<file path="src/rtl/linebuf_sched_if.sv">
// Video timing inputs and line-buffer control outputs of the 3-line window scheduler.
// master = timing source / buffer array side, slave = scheduler side.
interface linebuf_sched_if #(
  parameter int ADDR_W = 11
);
  logic              vsync;
  logic              hsync;
  logic              de;
  logic [ADDR_W-1:0] rd_addr;
  logic [ADDR_W-1:0] wr_addr;
  logic              wr_en;
  logic [2:0]        wr_sel;
  logic [2:0]        top_sel;
  logic [2:0]        mid_sel;
  logic              win_valid;
  logic              border;

  modport master (
    output vsync, hsync, de,
    input  rd_addr, wr_addr, wr_en, wr_sel, top_sel, mid_sel, win_valid, border
  );

  modport slave (
    input  vsync, hsync, de,
    output rd_addr, wr_addr, wr_en, wr_sel, top_sel, mid_sel, win_valid, border
  );
endinterface

</file>
<file path="src/rtl/linebuf_sched.sv">
// 3-line buffer scheduler for 3x3 windows; LINEBUF_SCHED_BORDER_EN adds the border flag.
// Read addr combinational from col, writes/flags one cycle later; no backpressure, one pixel per de.
module linebuf_sched #(
  parameter int ADDR_W = 11
) (
  input  logic            clk,
  input  logic            rst_n,
  linebuf_sched_if.slave  bus
);

  typedef enum logic [1:0] {IDLE, FILL, RUN} state_t;

  localparam logic [ADDR_W-1:0] COL_TWO = ADDR_W'(2);

  state_t            state;
  logic [ADDR_W-1:0] col;
  logic [1:0]        line_cnt;
  logic [2:0]        sel;
  logic [ADDR_W-1:0] wr_addr_q;
  logic              wr_en_q;
  logic              win_valid_q;
  logic              accept;

  // vsync and hsync both pre-empt a same-cycle pixel
  assign accept = bus.de && !bus.vsync && !bus.hsync && (state != IDLE);

  always_ff @(posedge clk or negedge rst_n) begin
    if (!rst_n) begin
      state       <= IDLE;
      col         <= '0;
      line_cnt    <= 2'd0;
      sel         <= 3'b001;
      wr_addr_q   <= '0;
      wr_en_q     <= 1'b0;
      win_valid_q <= 1'b0;
    end else begin
      wr_addr_q   <= col;
      wr_en_q     <= accept;
      win_valid_q <= accept && (state == RUN) && (col >= COL_TWO);
      if (bus.vsync) begin
        state    <= FILL;
        col      <= '0;
        line_cnt <= 2'd0;
        sel      <= 3'b001;
      end else if (bus.hsync) begin
        col <= '0;
        // an empty line (repeated hsync) does not advance the buffers
        if (col != '0) begin
          sel <= {sel[1:0], sel[2]};
          if (line_cnt != 2'd2) line_cnt <= line_cnt + 2'd1;
          if (state == FILL && line_cnt == 2'd1) state <= RUN;
        end
      end else if (accept) begin
        col <= col + ADDR_W'(1);
      end
    end
  end

`ifdef LINEBUF_SCHED_BORDER_EN
  logic border_q;

  always_ff @(posedge clk or negedge rst_n) begin
    if (!rst_n) border_q <= 1'b0;
    else        border_q <= accept && ((col < COL_TWO) || (line_cnt < 2'd2));
  end

  assign bus.border = border_q;
`else
  assign bus.border = 1'b0;
`endif

  assign bus.rd_addr   = col;
  assign bus.wr_addr   = wr_addr_q;
  assign bus.wr_en     = wr_en_q;
  assign bus.wr_sel    = sel;
  assign bus.top_sel   = {sel[1:0], sel[2]};
  assign bus.mid_sel   = {sel[0], sel[2:1]};
  assign bus.win_valid = win_valid_q;

endmodule

</file>
<file path="src/flat_wrapper.sv">
// flat-port wrapper written by rule: the top's interface ports become plain ports
module linebuf_sched_flat 
#(
  parameter int ADDR_W = 11
)
  (clk, rst_n, bus_vsync, bus_hsync, bus_de, bus_rd_addr, bus_wr_addr, bus_wr_en, bus_wr_sel, bus_top_sel, bus_mid_sel, bus_win_valid, bus_border);
  linebuf_sched_if #(.ADDR_W(ADDR_W)) bus_i ();
  input  logic clk;
  input  logic rst_n;
  input wire logic [$bits(bus_i.vsync)-1:0] bus_vsync;
  input wire logic [$bits(bus_i.hsync)-1:0] bus_hsync;
  input wire logic [$bits(bus_i.de)-1:0] bus_de;
  output wire logic [$bits(bus_i.rd_addr)-1:0] bus_rd_addr;
  output wire logic [$bits(bus_i.wr_addr)-1:0] bus_wr_addr;
  output wire logic [$bits(bus_i.wr_en)-1:0] bus_wr_en;
  output wire logic [$bits(bus_i.wr_sel)-1:0] bus_wr_sel;
  output wire logic [$bits(bus_i.top_sel)-1:0] bus_top_sel;
  output wire logic [$bits(bus_i.mid_sel)-1:0] bus_mid_sel;
  output wire logic [$bits(bus_i.win_valid)-1:0] bus_win_valid;
  output wire logic [$bits(bus_i.border)-1:0] bus_border;
  assign bus_i.vsync = bus_vsync;
  assign bus_i.hsync = bus_hsync;
  assign bus_i.de = bus_de;
  assign bus_rd_addr = bus_i.rd_addr;
  assign bus_wr_addr = bus_i.wr_addr;
  assign bus_wr_en = bus_i.wr_en;
  assign bus_wr_sel = bus_i.wr_sel;
  assign bus_top_sel = bus_i.top_sel;
  assign bus_mid_sel = bus_i.mid_sel;
  assign bus_win_valid = bus_i.win_valid;
  assign bus_border = bus_i.border;
  linebuf_sched #(.ADDR_W(ADDR_W)) u_core (.clk(clk), .rst_n(rst_n), .bus(bus_i));
endmodule
</file>
<file path="config.mk">
export PLATFORM = sky130hd
export DESIGN_NAME = linebuf_sched_flat
export DESIGN_NICKNAME = d
export VERILOG_FILES = /design/src/rtl/linebuf_sched_if.sv /design/src/rtl/linebuf_sched.sv /design/src/flat_wrapper.sv
export SDC_FILE = /design/constraint.sdc
export NUM_CORES = 1
export LEC_CHECK = 0
export CORE_MARGIN = 2
export CORE_UTILIZATION = 44
export DETAILED_ROUTE_END_ITERATION = 6
export GPL_ROUTABILITY_DRIVEN = 0
export PLACE_DENSITY = 0.74
export SYNTH_ARGS = -nofsm -noshare
export SYNTH_HDL_FRONTEND = slang
export SYNTH_SLANG_ARGS = --single-unit
</file>
<file path="constraint.sdc">
create_clock -name clk -period 2.6 [get_ports clk]
set_clock_uncertainty 0.15 [all_clocks]
set_input_delay 0.39 -clock clk [delete_from_list [all_inputs] [get_ports clk]]
set_output_delay 0.39 -clock clk [all_outputs]
set_load 0.01 [all_outputs]
</file>
==> metrics.md, run 1 <==
| Metric | Value |
|---|---|
| CP Launch Type | flop |
| Routing usage on met2 | 0.280 |
| Maxcap violations | 0 |
| Initial drt markers | 34 |
| R2R cell count | 6 |
| Seq/Total Area, Yosys | 0.553 |
| FF-to-FF End | u_core.line_cnt[1] |
| Layout cells sized above 1 | 0.110 |
| Routed via count | 1026 |
| CTS Sinks | 31 |
| ANT nets after route | 0 |
| First-pass GRT wire length | 4570 um |
| Syn avg cell area | 11.1 um^2 |
| CTS tree | yes |
| Yosys cell types | 40 |
| Final period utilization | 0.840 |
| Reg clk slew, reported paths | 0.09 ns |
| Post-synth EDFFs | 0 |
| Total grt overflow | 0 |
| CTS Buffer Depth | 2 |
| Setup TNS | 0 ns |
| Power per Cell Area | 529 nW/um^2 |
| Power, Total | 0.000964 W |
| Top Usage Layer GRT | met2 |
| Hold Crit Class | in2async |
| Main synth FF type | dfrtp_1 |
| Area delta synth->final | 29.9% |
| Outcome | finished clean |
| Peak supply drop | 0.251 mV |
| Port bufs | 37 |
| Initial core utilization | 0.460 |
| Final Max Tran Viols | 0 |
| Met1 Use GR | 0.213 |
| Final Setup Violations | 0 |
| Synth async-reset ratio | 1.00 |
| Post-CTS Setup Bufs | 0 |
| Worst setup path class | reg2reg |
| Post-cts gate resize count | 0 |
| R2R Setup Slk | 0.42 ns |
| Synthesized area | 1400 um^2 |
| # H-tree levels | 2 |
| Setup crit end | u_core.line_cnt[1] |
| Die height | 60.5 um |
| Hold Vio Cnt, Final | 0 |
| Syn nets | 136 |
| Flip-flop and latch area | 777 um^2 |
| DR WL/cell | 13.0 um |
| Dpl cells | 199 |
| Critical path origin | u_core.bus.rd_addr[0] |
| Final Critical Period | 2.18 ns |
| Vias per cell | 4.96 |
| Hpwl dp | 1920 um |
| CP arrival | 2.26 ns |
| Fillers | 278 |
| Util after Layout | 0.597 |
| Vias in the first global route | 966 |
| Area occupied by multi-input gates | 527 um^2 |
| Post-place setup slack | 0.293 ns |
| Most frequent cells after synthesis | dfrtp_1 (30), nor2_1 (14), nand2_1 (9) |
| Clk_lat worst skew | 0.34 ns |
| Yosys warns | 0 |
| Setup WS post-layout | 0.417 ns |
| Finished Layout Cells | 207 |
| Worst reg2reg path startpoint | u_core.bus.rd_addr[0] |
| Die Area | 3660 um^2 |
| Number of synthesized register bits | 31 |
| Core Footprint | 3050 um^2 |
| Yosys top cell area share | 0.535 |
| Met3 Use GR | 0.0768 |
| Mapped Cells | 126 |
| Ant diodes | 0 |
| Critical path fanouts, max | 12 |
| Cts bufs inserted | 5 |
| Cell taking the most area after synthesis | dfrtp_1 |
| Top cells by area, synth | dfrtp_1 (53%), ha_1 (4.5%), buf_4 (3.7%) |
| Ports | 39 |
| Crit. End Element | flop |
| CTS Root Cell | clkbuf_4 |
| RSZ-0062 raised after global routing | no |
| Achievable clock frequency | 0.458 GHz |
| Chip width | 60.5 um |
| Core Rows | 20 |
| Largest net degree at the start of global routing | 32 |
| Gr usage total | 0.176 |
| Number of antenna violations at the first check in global routing | 0 |
| DRC viols | 0 |
| Top-count cell post-synth | dfrtp_1 |
| DRT Wirelength | 2700 um |
| Worst path required time | 2.67 ns |
| LEAKAGE | 0.785 nW |
| Drt pass-1 iters | 4 |
| Fin nets | 172 |
| Hold_buf cts | 0 |
-- report_power, final --
part	internal [W]	leakage, nW	total, W	switching (W)
Sequential	0.000503	0.420	0.000527	0.0000233
Combinational	0.0000772	0.329	0.000148	0.0000713
Clock	0.000131	0.0353	0.000289	0.000158
-- cells in the final DEF, fill, tap and decap left out, types with 4 or more instances in the layout --
cell and count:
xnor2_1 4, nand2_1 9, xor2_1 4, inv_1 5, clkbuf_4 5, ha_1 5, nor2_1 14, dfrtp_1 30
clkdlybuf4s50_1 37, nand3_1 5
-- layer usage --
metal / part of all wire / routed length, um / vias up
li1: - / - / 499
met1: 0.43 / 1170 / 494
met2: 0.49 / 1330 / 28
met3: 0.058 / 157 / 5
met4: 0.016 / 42 / 0
met5: 0 / 0 / -
-- per-stage QoR --
stage	cell area [um^2]	hold WS (ns)
CTS	1820	0.280
floorplan	1400	-0.0556
global placement	1760	0.280
global route	1820	0.299
finish	1820	0.290
detailed placement	1760	0.289
-- cell families (layout without fill, tap and decap cells) --
logic type / after synthesis / count (layout) / synth area share
multiplexers: 1 / 1 / 0.00713
AND/OR/NAND/NOR: 52 / 52 / 0.205
flip-flops: 31 / 31 / 0.553
AO/OA/AOI/OAI: 13 / 13 / 0.0659
buffers and inverters: 15 / 52 / 0.0713
other: 1 / 1 / 0.00267
adder cells (fa/ha/maj): 5 / 5 / 0.0446
XOR/XNOR: 8 / 8 / 0.0499
-- critical path, cell delays in order, from the launching register on --
cell	delay, ns
dfrtp_1	0.46
inv_1	0.15
ha_1	0.16
or4b_1	0.48
nor3_4	0.35
nor4_1	0.10
a211o_1	0.24
-- registers in the layout (all words and copies together), names as in the netlist --
signal and flops:
u_core.state 2, u_core.bus.win_valid 1, u_core.bus.wr_sel 3, u_core.line_cnt 2
u_core.bus.rd_addr 11, u_core.bus.wr_addr 11, u_core.bus.wr_en 1
-- worst min-delay path by stage --
stage | start | end
global placement | u_core.bus.rd_addr[10] | u_core.bus.wr_addr[10]
global route | rst_n | u_core.bus.wr_addr[8]
detailed placement | u_core.bus.rd_addr[10] | u_core.bus.wr_addr[10]
finish | rst_n | u_core.bus.wr_addr[1]
floorplan | rst_n | u_core.bus.rd_addr[0]
CTS | rst_n | u_core.bus.wr_addr[1]
-- area by class of cell --
| cell class | instances | share of cell area |
|---|---|---|
| multi-input combinational | 80 | 0.289 |
| inverter | 5 | 0.0103 |
| sequential | 31 | 0.426 |
| timing repair buffer | 39 | 0.211 |
| clock inverter | 1 | 0.00275 |
| clock buffer | 7 | 0.0302 |
| tap | 44 | 0.0302 |
Note: power is estimated with default switching activity, not from simulation.
==> run 2: changes to the inputs <==
Settings changed: CORE_UTILIZATION 44 to 42.
Clock period 2.6 ns to 1.9 ns, I/O delays scaled along.
==> metrics.md, run 2 (synthesis results as in run 1) <==
| Metric | Value |
|---|---|
| Reg clk slew, reported paths | 0.09 ns |
| Maxcap violations | 0 |
| RSZ-0062 raised after global routing | yes |
| Vias in the first global route | 1084 |
| Final Critical Period | 1.94 ns |
| Final instance area | 2010 um^2 |
| Ant diodes | 0 |
| Hold_buf cts | 0 |
| Worst setup path class | reg2reg |
| Area delta synth->final | 43.2% |
| Gr usage total | 0.184 |
| Worst path required time | 2.01 ns |
| Flip-flop and latch area | 779 um^2 |
| Chip width | 61.8 um |
| Drt pass-1 iters | 4 |
| Peak supply drop | 0.422 mV |
| Core Rows | 20 |
| DR WL/cell | 14.3 um |
| Port bufs | 37 |
| Power per Cell Area | 695 nW/um^2 |
| Total grt overflow | 0 |
| CP Launch Type | flop |
| R2R Setup Slk | -0.04 ns |
| Largest net degree at the start of global routing | 32 |
| Layout cells sized above 1 | 0.244 |
| Area occupied by multi-input gates | 566 um^2 |
| Outcome | finished, violations left |
| ANT nets after route | 0 |
| Critical path fanouts, max | 6 |
| Slowest cell on the critical path | or4b_4 |
| Fillers | 267 |
| DRT Wirelength | 3200 um |
| CTS Sinks | 31 |
| Number of antenna violations at the first check in global routing | 0 |
| Ports | 39 |
| Core Footprint | 3130 um^2 |
| CP cell instances | inv_2 > ha_4 > or4b_4 > nor3_4 > buf_6 > nor2_1 > o32a_2 |
| Clk_lat worst skew | 0.33 ns |
| Die height | 61.8 um |
| Final Max Tran Viols | 0 |
| Failing checks | setup timing |
| # H-tree levels | 2 |
| Die Area | 3820 um^2 |
| CTS Root Cell | clkbuf_4 |
| Setup WS post-layout | -0.0409 ns |
| Hold Crit Class | in2async |
| LEAKAGE | 0.914 nW |
| Hold_ws | 0.193 ns |
| Initial drt markers | 45 |
| Hpwl dp | 2150 um |
| Achievable clock frequency | 0.515 GHz |
| Max stage delay on crit path | 0.46 ns |
| Dpl cells | 213 |
| DRC viols | 0 |
| Routed via count | 1123 |
| Fin nets | 189 |
| R2R cell count | 7 |
| Crit. End Element | flop |
| Vias per cell | 5.01 |
| Power, Total | 0.00140 W |
| Util after Layout | 0.643 |
| Final Setup Violations | 7 |
| CP arrival | 2.05 ns |
| Final period utilization | 1.02 |
| First-pass GRT wire length | 4990 um |
| Cts bufs inserted | 5 |
| Commonest non-fill, non-tap cell in the layout | clkdlybuf4s50_1 |
| CTS Buffer Depth | 2 |
| Commonest non-fill, non-tap cells in the layout | clkdlybuf4s50_1 (33), dfrtp_1 (28), buf_4 (17) |
| Initial core utilization | 0.449 |
| FF-to-FF End | u_core.bus.wr_sel[0] |
| Finished Layout Cells | 224 |
| Hold Vio Cnt, Final | 0 |
| Cell Area, Placed | 1870 um^2 |
| Worst reg2reg path startpoint | u_core.bus.rd_addr[1] |
| CTS tree | yes |
-- run 2: worst max path at each step --
stage / startpoint / to / slack, ns / cells after the start
after CTS: u_core.bus.wr_sel[0] / bus_wr_sel[0] / 0.0001 / 1
after detailed placement: bus_vsync / u_core.bus.wr_sel[0] / -0.14 / 6
after global routing: u_core.bus.rd_addr[0] / u_core.line_cnt[1] / -0.12 / 6
final: u_core.bus.rd_addr[1] / u_core.bus.wr_sel[0] / -0.04 / 7
after global placement: bus_vsync / u_core.bus.wr_sel[0] / -0.08 / 6
after floorplan: u_core.bus.rd_addr[0] / u_core.line_cnt[1] / -0.02 / 7
-- run 2: layout make-up --
class	instances	share of cell area
flip-flops and latches	31	0.388
repair buffers	56	0.260
multi-input cells	80	0.281
clock buffers	8	0.0342
inverters	5	0.00933
well taps	44	0.0274
-- run 2: routing by layer --
| layer | routed length [um] | part of all wire | track usage | vias up |
|---|---|---|---|---|
| met5 | 0 | 0 | 0 | - |
| met4 | 30 | 0.0094 | 0.0851 | 0 |
| met3 | 180 | 0.056 | 0.0663 | 5 |
| met2 | 1620 | 0.50 | 0.286 | 40 |
| met1 | 1370 | 0.43 | 0.231 | 546 |
| li1 | - | - | - | 532 |
-- run 2: through the flow --
stage	setup TNS [ns]	worst slack, ns
floorplan	-0.0204	-0.0204
global placement	-0.309	-0.0759
detailed placement	-0.703	-0.136
CTS	0	0.000112
global route	-0.731	-0.120
finish	-0.195	-0.0409
-- run 2: timing repair --
action | 4_1_cts | 5_1_grt
buffers inserted | 0 | 3
gates resized for setup | 2 | 12
pin swaps | 0 | 8
endpoints found under the setup margin | 3 | 7
-- run 2: power breakdown --
group	switching (W)	internal [W]	total, W	leakage, nW
Clock	0.000218	0.000218	0.000436	0.0386
Combinational	0.000113	0.000127	0.000240	0.459
Sequential	0.0000324	0.000689	0.000721	0.417
-- run 2: critical path: cells and delay by family (launching register included) --
family | cells | cell delay (ns)
AND/OR/NAND/NOR | 3 | 0.79
adder cells (fa/ha/maj) | 1 | 0.12
buffers and inverters | 2 | 0.24
flip-flops | 1 | 0.42
AO/OA/AOI/OAI | 1 | 0.17
==> run 3: changes to the inputs <==
Settings changed: CORE_MARGIN 2 to 3, CORE_UTILIZATION 42 to 44.
Clock period 1.9 ns to 2.3 ns, I/O delays scaled along.
==> metrics.md, run 3 (synthesis results as in run 1) <==
| Metric | Value |
|---|---|
| Outcome | finished clean |
| Vias in the first global route | 1064 |
| Vias per cell | 5.02 |
| CTS tree | yes |
| Part of the power in registers | 0.559 |
| First-pass GRT wire length | 5020 um |
| Fillers | 256 |
| RSZ-0062 raised after global routing | no |
| Pint | 0.000780 W |
| DRC viols | 0 |
| Commonest non-fill, non-tap cells in the layout | clkdlybuf4s50_1 (37), dfrtp_1 (30), nor2_1 (14) |
| Sw Share | 0.268 |
| Crit. End Element | flop |
| Hold_buf cts | 0 |
| Switching power | 0.000285 W |
| Setup TNS | 0 ns |
| Ant diodes | 0 |
| Fin nets | 177 |
| Cts bufs inserted | 5 |
| Ports | 39 |
| Largest net degree at the start of global routing | 32 |
| DRT Wirelength | 2820 um |
| Final Max Tran Viols | 0 |
| Initial core utilization | 0.484 |
| CTS Sinks | 31 |
| Delay-heaviest family, CP | simple AND/OR/NAND/NOR gates |
| Slowest cell on the critical path | or4b_1 |
| CTS Buffer Depth | 2 |
| Final Critical Period | 2.15 ns |
| Max stage delay on crit path | 0.49 ns |
| Maxcap violations | 0 |
| Hold Crit Class | in2async |
| Post-CTS Setup Bufs | 0 |
| Achievable clock frequency | 0.464 GHz |
| Number of antenna violations at the first check in global routing | 0 |
| Core Footprint | 2900 um^2 |
| Area delta synth->final | 31.6% |
| Clk_lat worst skew | 0.32 ns |
| Worst setup path class | reg2reg |
| Commonest non-fill, non-tap cell in the layout | clkdlybuf4s50_1 |
| Die Area | 3900 um^2 |
| Power, Total | 0.00107 W |
| Peak supply drop | 0.421 mV |
| Flip-flop and latch area | 777 um^2 |
| Area occupied by multi-input gates | 527 um^2 |
| Logic pwr share | 0.164 |
| Worst path required time | 2.35 ns |
| Clock power share | 0.277 |
| Post-cts gate resize count | 0 |
| # H-tree levels | 2 |
| LEAKAGE | 0.804 nW |
| Core Rows | 19 |
| Total grt overflow | 0 |
| Final Setup Violations | 0 |
| Power per Cell Area | 576 nW/um^2 |
| Die height | 62.5 um |
| CP Launch Type | flop |
| Hold Vio Cnt, Final | 0 |
| Port bufs | 37 |
| Gr usage total | 0.163 |
| DR WL/cell | 13.4 um |
| CTS Root Cell | clkbuf_4 |
| CP arrival | 2.21 ns |
| CP Buf/Inv Count | 2 |
| Util after Layout | 0.637 |
| Chip width | 62.5 um |
| Critical path fanouts, max | 7 |
| Hpwl dp | 2080 um |
| Initial drt markers | 28 |
| Drt pass-1 iters | 4 |
| Layout cells sized above 1 | 0.131 |
| Final period utilization | 0.937 |
| Reg clk slew, reported paths | 0.09 ns |
| CP cell instances | inv_1 > ha_1 > or4b_1 > nor3_4 > buf_4 > or3b_2 > nand3_1 |
| Routed via count | 1054 |
| ANT nets after route | 0 |
-- run 3: cell types whose count changed in the layout (fill, tap and decap cells not counted), sizes merged --
cell	previous run	this run
buf	19	7
clkbuf	8	7
clkdlybuf4s50	33	37
clkinv	0	1
dlygate4sd2	2	0
dlymetal6s2s	2	0
-- run 3: final timing paths --
kind | from | to | slack (ns) | cells past startpoint
worst max-delay path | u_core.bus.rd_addr[0] | u_core.bus.wr_sel[2] | 0.15 | 7
worst min-delay path | rst_n | u_core.bus.wr_addr[3] | 0.25 | 2
worst max register to register | u_core.bus.rd_addr[0] | u_core.bus.wr_sel[2] | 0.15 | 7
worst min register to register | u_core.bus.rd_addr[10] | u_core.bus.wr_addr[10] | 0.31 | 0
max in group asynchronous | rst_n | u_core.bus.wr_sel[0] | 1.44 | 2
min in group clk | u_core.bus.rd_addr[10] | u_core.bus.wr_addr[10] | 0.31 | 0
-- run 3: area by class of cell --
class,instances,area share
clock buffers,7,0.0244
multi-input cells,80,0.285
repair buffers,44,0.229
clock inverters,1,0.00271
inverters,5,0.0102
flip-flops and latches,31,0.420
well taps,42,0.0284
-- run 3: per-layer routing --
layer | wire length, um | vias up | track usage
met3 | 158 | 4 | 0.0665
met4 | 32 | 0 | 0.0579
met5 | 0 | - | 0
li1 | - | 513 | -
met1 | 1230 | 510 | 0.191
met2 | 1400 | 27 | 0.270
-- run 3: power groups by stage --
stage / combinational (W) / sequential, W / clock (W)
finish: 0.000174 / 0.000596 / 0.000295
detailed placement: 0.000177 / 0.000606 / 0
floorplan: 0.000102 / 0.000606 / 0
CTS: 0.000178 / 0.000596 / 0.000305
global placement: 0.000170 / 0.000604 / 0
global route: 0.000191 / 0.000601 / 0.000339
-- run 3: stage by stage --
stage | area [um^2] | cells | hold slack [ns] | worst slack [ns]
final | 1850 | 210 | 0.249 | 0.145
after global placement | 1800 | 202 | 0.279 | 0.180
after detailed placement | 1800 | 202 | 0.295 | 0.106
after floorplan | 1400 | 126 | -0.101 | 0.309
after global routing | 1850 | 210 | 0.268 | 0.0282
after CTS | 1850 | 210 | 0.259 | 0.143
-- run 3: worst reg2reg max path, stage by stage (launching register included) --
cell	delay, ns
dfrtp_1	0.44
inv_1	0.15
ha_1	0.17
or4b_1	0.49
nor3_4	0.24
buf_4	0.20
or3b_2	0.11
nand3_1	0.08
